--- src/rtl/usr_shift_reg_pkg.sv ---
// Purpose : shared select encoding for the universal shift register.
// Contents: usr_mode_t (2-bit mode select) and the four mode constants.
package usr_pkg;

    typedef logic [1:0] usr_mode_t;

    localparam usr_mode_t SEL_HOLD = 2'd0;
    localparam usr_mode_t SEL_SHR  = 2'd1;
    localparam usr_mode_t SEL_SHL  = 2'd2;
    localparam usr_mode_t SEL_LOAD = 2'd3;

endpackage : usr_pkg

--- src/rtl/usr_shift_reg_if.sv ---
// Purpose : control/data bundle of the universal shift register.
// Signals : select      - mode (hold / shift right / shift left / load)
//           p_din       - parallel load data
//           s_left_din  - serial input entering bit 0 on shift left
//           s_right_din - serial input entering bit WIDTH-1 on shift right
//           p_dout      - register contents
//           rotate      - only with USR_ROTATE_EN: shifts recirculate
// Modports: master drives the controls and reads p_dout; slave is the register.
interface usr_shift_reg_if #(
    parameter int unsigned WIDTH = 4
) ();
    import usr_pkg::*;

    usr_mode_t          select;
    logic [WIDTH-1:0]   p_din;
    logic               s_left_din;
    logic               s_right_din;
    logic [WIDTH-1:0]   p_dout;
`ifdef USR_ROTATE_EN
    logic               rotate;
`endif

    modport master (
`ifdef USR_ROTATE_EN
        output rotate,
`endif
        output select,
        output p_din,
        output s_left_din,
        output s_right_din,
        input  p_dout
    );

    modport slave (
`ifdef USR_ROTATE_EN
        input  rotate,
`endif
        input  select,
        input  p_din,
        input  s_left_din,
        input  s_right_din,
        output p_dout
    );

endinterface : usr_shift_reg_if

--- src/rtl/usr_shift_reg_bit_cell.sv ---
// Purpose : one storage bit of the universal shift register: a flop fed by a
//           4:1 mux of itself, its two neighbours and its parallel-load bit.
// Ports   : clk, rst (sync, active-high), sel (mode), left_nbr (next more
//           significant bit, used on shift right), right_nbr (next less
//           significant bit, used on shift left), par_in (load bit), q.
module usr_bit_cell
    import usr_pkg::*;
(
    input  logic      clk,
    input  logic      rst,
    input  usr_mode_t sel,
    input  logic      left_nbr,
    input  logic      right_nbr,
    input  logic      par_in,
    output logic      q
);

    logic q_q;
    logic q_d;

    // Mode mux
    always_comb begin
        q_d = q_q;
        case (sel)
            SEL_HOLD: q_d = q_q;
            SEL_SHR:  q_d = left_nbr;
            SEL_SHL:  q_d = right_nbr;
            SEL_LOAD: q_d = par_in;
            default:  q_d = q_q;
        endcase
    end

    // Storage flop, reset wins over every mode
    always_ff @(posedge clk) begin
        if (rst) begin
            q_q <= 1'b0;
        end else begin
            q_q <= q_d;
        end
    end

    assign q = q_q;

endmodule : usr_bit_cell

--- src/rtl/usr_shift_reg.sv ---
// Purpose : WIDTH-bit universal shift register (hold, shift right, shift
//           left, parallel load), one operation per rising clk edge.
// Ports   : clk, rst (synchronous, active-high), bus (usr_shift_reg_if.slave).
// Option  : USR_ROTATE_EN adds bus.rotate; with it set, shifts recirculate the
//           bit falling off one end instead of taking the serial input.
module usr_shift_reg
    import usr_pkg::*;
#(
    parameter int unsigned WIDTH = 4
) (
    input  logic            clk,
    input  logic            rst,
    usr_shift_reg_if.slave  bus
);

    logic [WIDTH-1:0] q;
    logic             msb_src;
    logic             lsb_src;

    // Sources for the two end cells: serial inputs, or the opposite end on rotate
    always_comb begin
        msb_src = bus.s_right_din;
        lsb_src = bus.s_left_din;
`ifdef USR_ROTATE_EN
        if (bus.rotate) begin
            msb_src = q[0];
            lsb_src = q[WIDTH-1];
        end
`endif
    end

    for (genvar i = 0; i < int'(WIDTH); i++) begin : g_cell
        logic left_nbr;
        logic right_nbr;

        if (i == int'(WIDTH) - 1) begin : g_msb
            assign left_nbr = msb_src;
        end else begin : g_hi
            assign left_nbr = q[i+1];
        end

        if (i == 0) begin : g_lsb
            assign right_nbr = lsb_src;
        end else begin : g_lo
            assign right_nbr = q[i-1];
        end

        usr_bit_cell u_cell (
            .clk       (clk),
            .rst       (rst),
            .sel       (bus.select),
            .left_nbr  (left_nbr),
            .right_nbr (right_nbr),
            .par_in    (bus.p_din[i]),
            .q         (q[i])
        );
    end

    assign bus.p_dout = q;

endmodule : usr_shift_reg

--- src/flat_wrapper.sv ---
// flat-port wrapper written by rule: the top's interface ports become plain ports
module usr_shift_reg_flat import usr_pkg::*;
#(
    parameter int unsigned WIDTH = 4
)
  (clk, rst, bus_select, bus_p_din, bus_s_left_din, bus_s_right_din, bus_p_dout);
  usr_shift_reg_if #(.WIDTH(WIDTH)) bus_i ();
  input  logic clk;
  input  logic rst;
  input wire logic [$bits(bus_i.select)-1:0] bus_select;
  input wire logic [$bits(bus_i.p_din)-1:0] bus_p_din;
  input wire logic [$bits(bus_i.s_left_din)-1:0] bus_s_left_din;
  input wire logic [$bits(bus_i.s_right_din)-1:0] bus_s_right_din;
  output wire logic [$bits(bus_i.p_dout)-1:0] bus_p_dout;
  assign bus_i.select = bus_select;
  assign bus_i.p_din = bus_p_din;
  assign bus_i.s_left_din = bus_s_left_din;
  assign bus_i.s_right_din = bus_s_right_din;
  assign bus_p_dout = bus_i.p_dout;
  usr_shift_reg #(.WIDTH(WIDTH)) u_core (.clk(clk), .rst(rst), .bus(bus_i));
endmodule
--- config.mk ---
export PLATFORM = sky130hd
export DESIGN_NAME = usr_shift_reg_flat
export DESIGN_NICKNAME = d
export VERILOG_FILES = /design/src/rtl/usr_shift_reg_pkg.sv /design/src/rtl/usr_shift_reg_if.sv /design/src/rtl/usr_shift_reg_bit_cell.sv /design/src/rtl/usr_shift_reg.sv /design/src/flat_wrapper.sv
export SDC_FILE = /design/constraint.sdc
export NUM_CORES = 1
export LEC_CHECK = 0
export CORE_AREA = 2 2 39 41
export DETAILED_ROUTE_END_ITERATION = 10
export DIE_AREA = 0 0 41 43
export GPL_ROUTABILITY_DRIVEN = 0
export PLACE_DENSITY = 0.43
export SYNTH_ARGS = -nofsm -noshare
export SYNTH_HDL_FRONTEND = slang
export SYNTH_HIERARCHICAL = 1
export SYNTH_SLANG_ARGS = --single-unit
--- constraint.sdc ---
create_clock -name clk -period 1.1 [get_ports clk]
set_input_delay 0.22 -clock clk [delete_from_list [all_inputs] [get_ports clk]]
set_output_delay 0.22 -clock clk [all_outputs]
set_load 0.02 [all_outputs]
==> out/qor.txt <==
relative slew slack - 86.40%
routed vias - 191
# setup viols final - 3
Post-Synthesis Net Count - 26
worst setup path class - flip-flop to flip-flop
Netlist Area Pre-Place - 255.2 um2
GRT Resource Usage Total - 8.182%
Max Buffers Root-to-Sink - 2
post-DR wirelength/cell - 11.33 um
routed vias/inst - 3.979
endpoints failing hold - 0
Internal - 0.3701 mW
RSZ-0062 raised after global routing - yes
initial antenna violation count - 0
Worst-path clk slew - 0.04 ns
status - complete, but fails checks
placed cells - 45
worst slew pin tran - 0.2047 ns
Unique masters post-synth - 4
CTS tree - built
cts-stage hold buffer count - 0
sequential area share after synthesis - 31.37%
final core utilization - 31.74%
combinational fraction of design power - 28.1%
failing checks - setup timing
Post-synth top cells - buf_4 (4), dfxtp_1 (4), mux4_2 (4), nor2b_4 (4)
Buffers on Ports - 13
post-route worst setup slack - -0.008674 ns
die height - 43 um
Die Width - 41 um
Crit. End Element - flip-flop
nature of the critical path startpoint - flip-flop
Main synth FF type - dfxtp_1
synth top area cells - mux4_2 (35%), dfxtp_1 (31%), nor2b_4 (22%)
Initial DRC Count - 3
Reg power frac - 34.1%
IO Pins - 14
largest area contributor in the netlist - mux4_2
number of max-cap violations - 0
synthesis-to-layout area growth - 72.06%
peak supply drop - 0.5222 mV
max reg flops - 4
Syn Inst Count - 16
grt ovf - 0
CP arrival - 1.23 ns
Pwr per Cell Area - 1088 nW/um2
Sw Ratio - 22.53%
leakage power - 0.1775 nW
Crit path required time - 1.22 ns
Clock Latency Late Sink - 0.23 ns
Ys Warns - 6
Synth Register Bits - 4
fraction of registers with async set/reset - 0%
largest net degree at the start of global routing - 5
Routed Antenna Nets - 0
cell area after layout - 439.2 um2
Clock power frac - 37.8%
sw power - 0.1076 mW
Mapped Avg Cell Area - 15.95 um2
first-pass GRT wire length - 897 um
vias in the first global route - 204
Post-CTS Resized - 17
Pins Over Slew Limit - 0
Post-DP Area - 417.9 um2
final critical-path share of the clock period - 100.8%
area share of the largest cell type after synthesis - 35.29%
Num CTS Buffers - 3
# DRC - 0
crit-path max FO - 3
Die ar. - 1763 um2
Fin Clk Skew - 0.0007481 ns
number of synthesized flops with an enable pin - 0
Core Box Area - 1384 um2
Clock Sinks - 4
final net count - 44
final WL - 544 um
H-tree depth - 1
share of cells above drive strength 1 - 65.63%
ANT cells - 0
first drt pass iteration count - 2
min-delay worst type - input port to flip-flop
fin cells - 48
site row count - 14
Post-CTS Setup Inserts - 0
CTS root buffer - clkbuf_4
Fmax achieved - 0.9020 GHz
minimum clock period - 1.109 ns
setup TNS - -0.01714 ns
initial core utilization - 18.44%
## power by group through the flow
stage / combinational, mW / clock (mW) / sequential, mW
3_3_place_gp: 0.139 / 0 / 0.162
2_1_floorplan: 0.0698 / 0 / 0.163
4_1_cts: 0.139 / 0.190 / 0.163
3_5_place_dp: 0.142 / 0 / 0.163
6_report: 0.134 / 0.180 / 0.163
5_1_grt: 0.143 / 0.196 / 0.164
## metrics by stage
step	hold slack (ns)	setup WS [ns]	power, mW
final	0.5471	-0.008674	0.4777
after global routing	0.5808	-0.03410	0.5035
after CTS	0.6521	-0.01421	0.4925
after detailed placement	0.7205	-0.5475	0.3048
after global placement	0.7015	-0.5235	0.3017
after floorplan	0.2843	0.1213	0.2328
## path summary, 6_finish.rpt
path / start / endpoint / slack, ns / depth (start not counted)
hold reg to reg: u_core/g_cell[3].u_cell/q / u_core/g_cell[2].u_cell/q / 0.72 / 2
setup / recovery: u_core/g_cell[2].u_cell/q / u_core/g_cell[1].u_cell/q / -0.009 / 3
setup reg to reg: u_core/g_cell[2].u_cell/q / u_core/g_cell[1].u_cell/q / -0.009 / 3
hold / removal: bus_select[1] / u_core/g_cell[0].u_cell/q / 0.55 / 3
## placed cells by master (no fill, tap or decap), drive strengths merged
master         Yosys  final
clkdlybuf4s50      0      7
clkbuf             0      5
buf                4      5
mux4               4      4
nor2b              4      4
dfxtp              4      4
clkdlybuf4s15      0      2
dlygate4sd2        0      1
## kinds of logic after synthesis
logic type | after synthesis | share of synthesized area [%]
mux | 4 | 35.30
flops | 4 | 31.37
simple gates | 4 | 21.57
buf+inv | 4 | 11.77
## metal layers
metal  share of wire [%]  vias up  GRT usage (%)
met1                  38       91          8.525
met4                   0        0          4.000
met5                   0        -              0
li1                    -       88              -
met3                 9.9        0          6.283
met2                  51       12          11.56
## critical path: stages (launching register included)
cell,delay [ns]
dfxtp_2,0.31
buf_6,0.11
mux4_2,0.45
nor2b_4,0.13
## area by class of cell
cell class / count / area, um2
fill: 145 / 944.7
timing repair buffer: 17 / 167.7
multi-input combinational: 8 / 145.1
sequential: 4 / 83.83
clock buffer: 3 / 22.52
tap: 16 / 20.02
(Power assumes the default switching activity.)
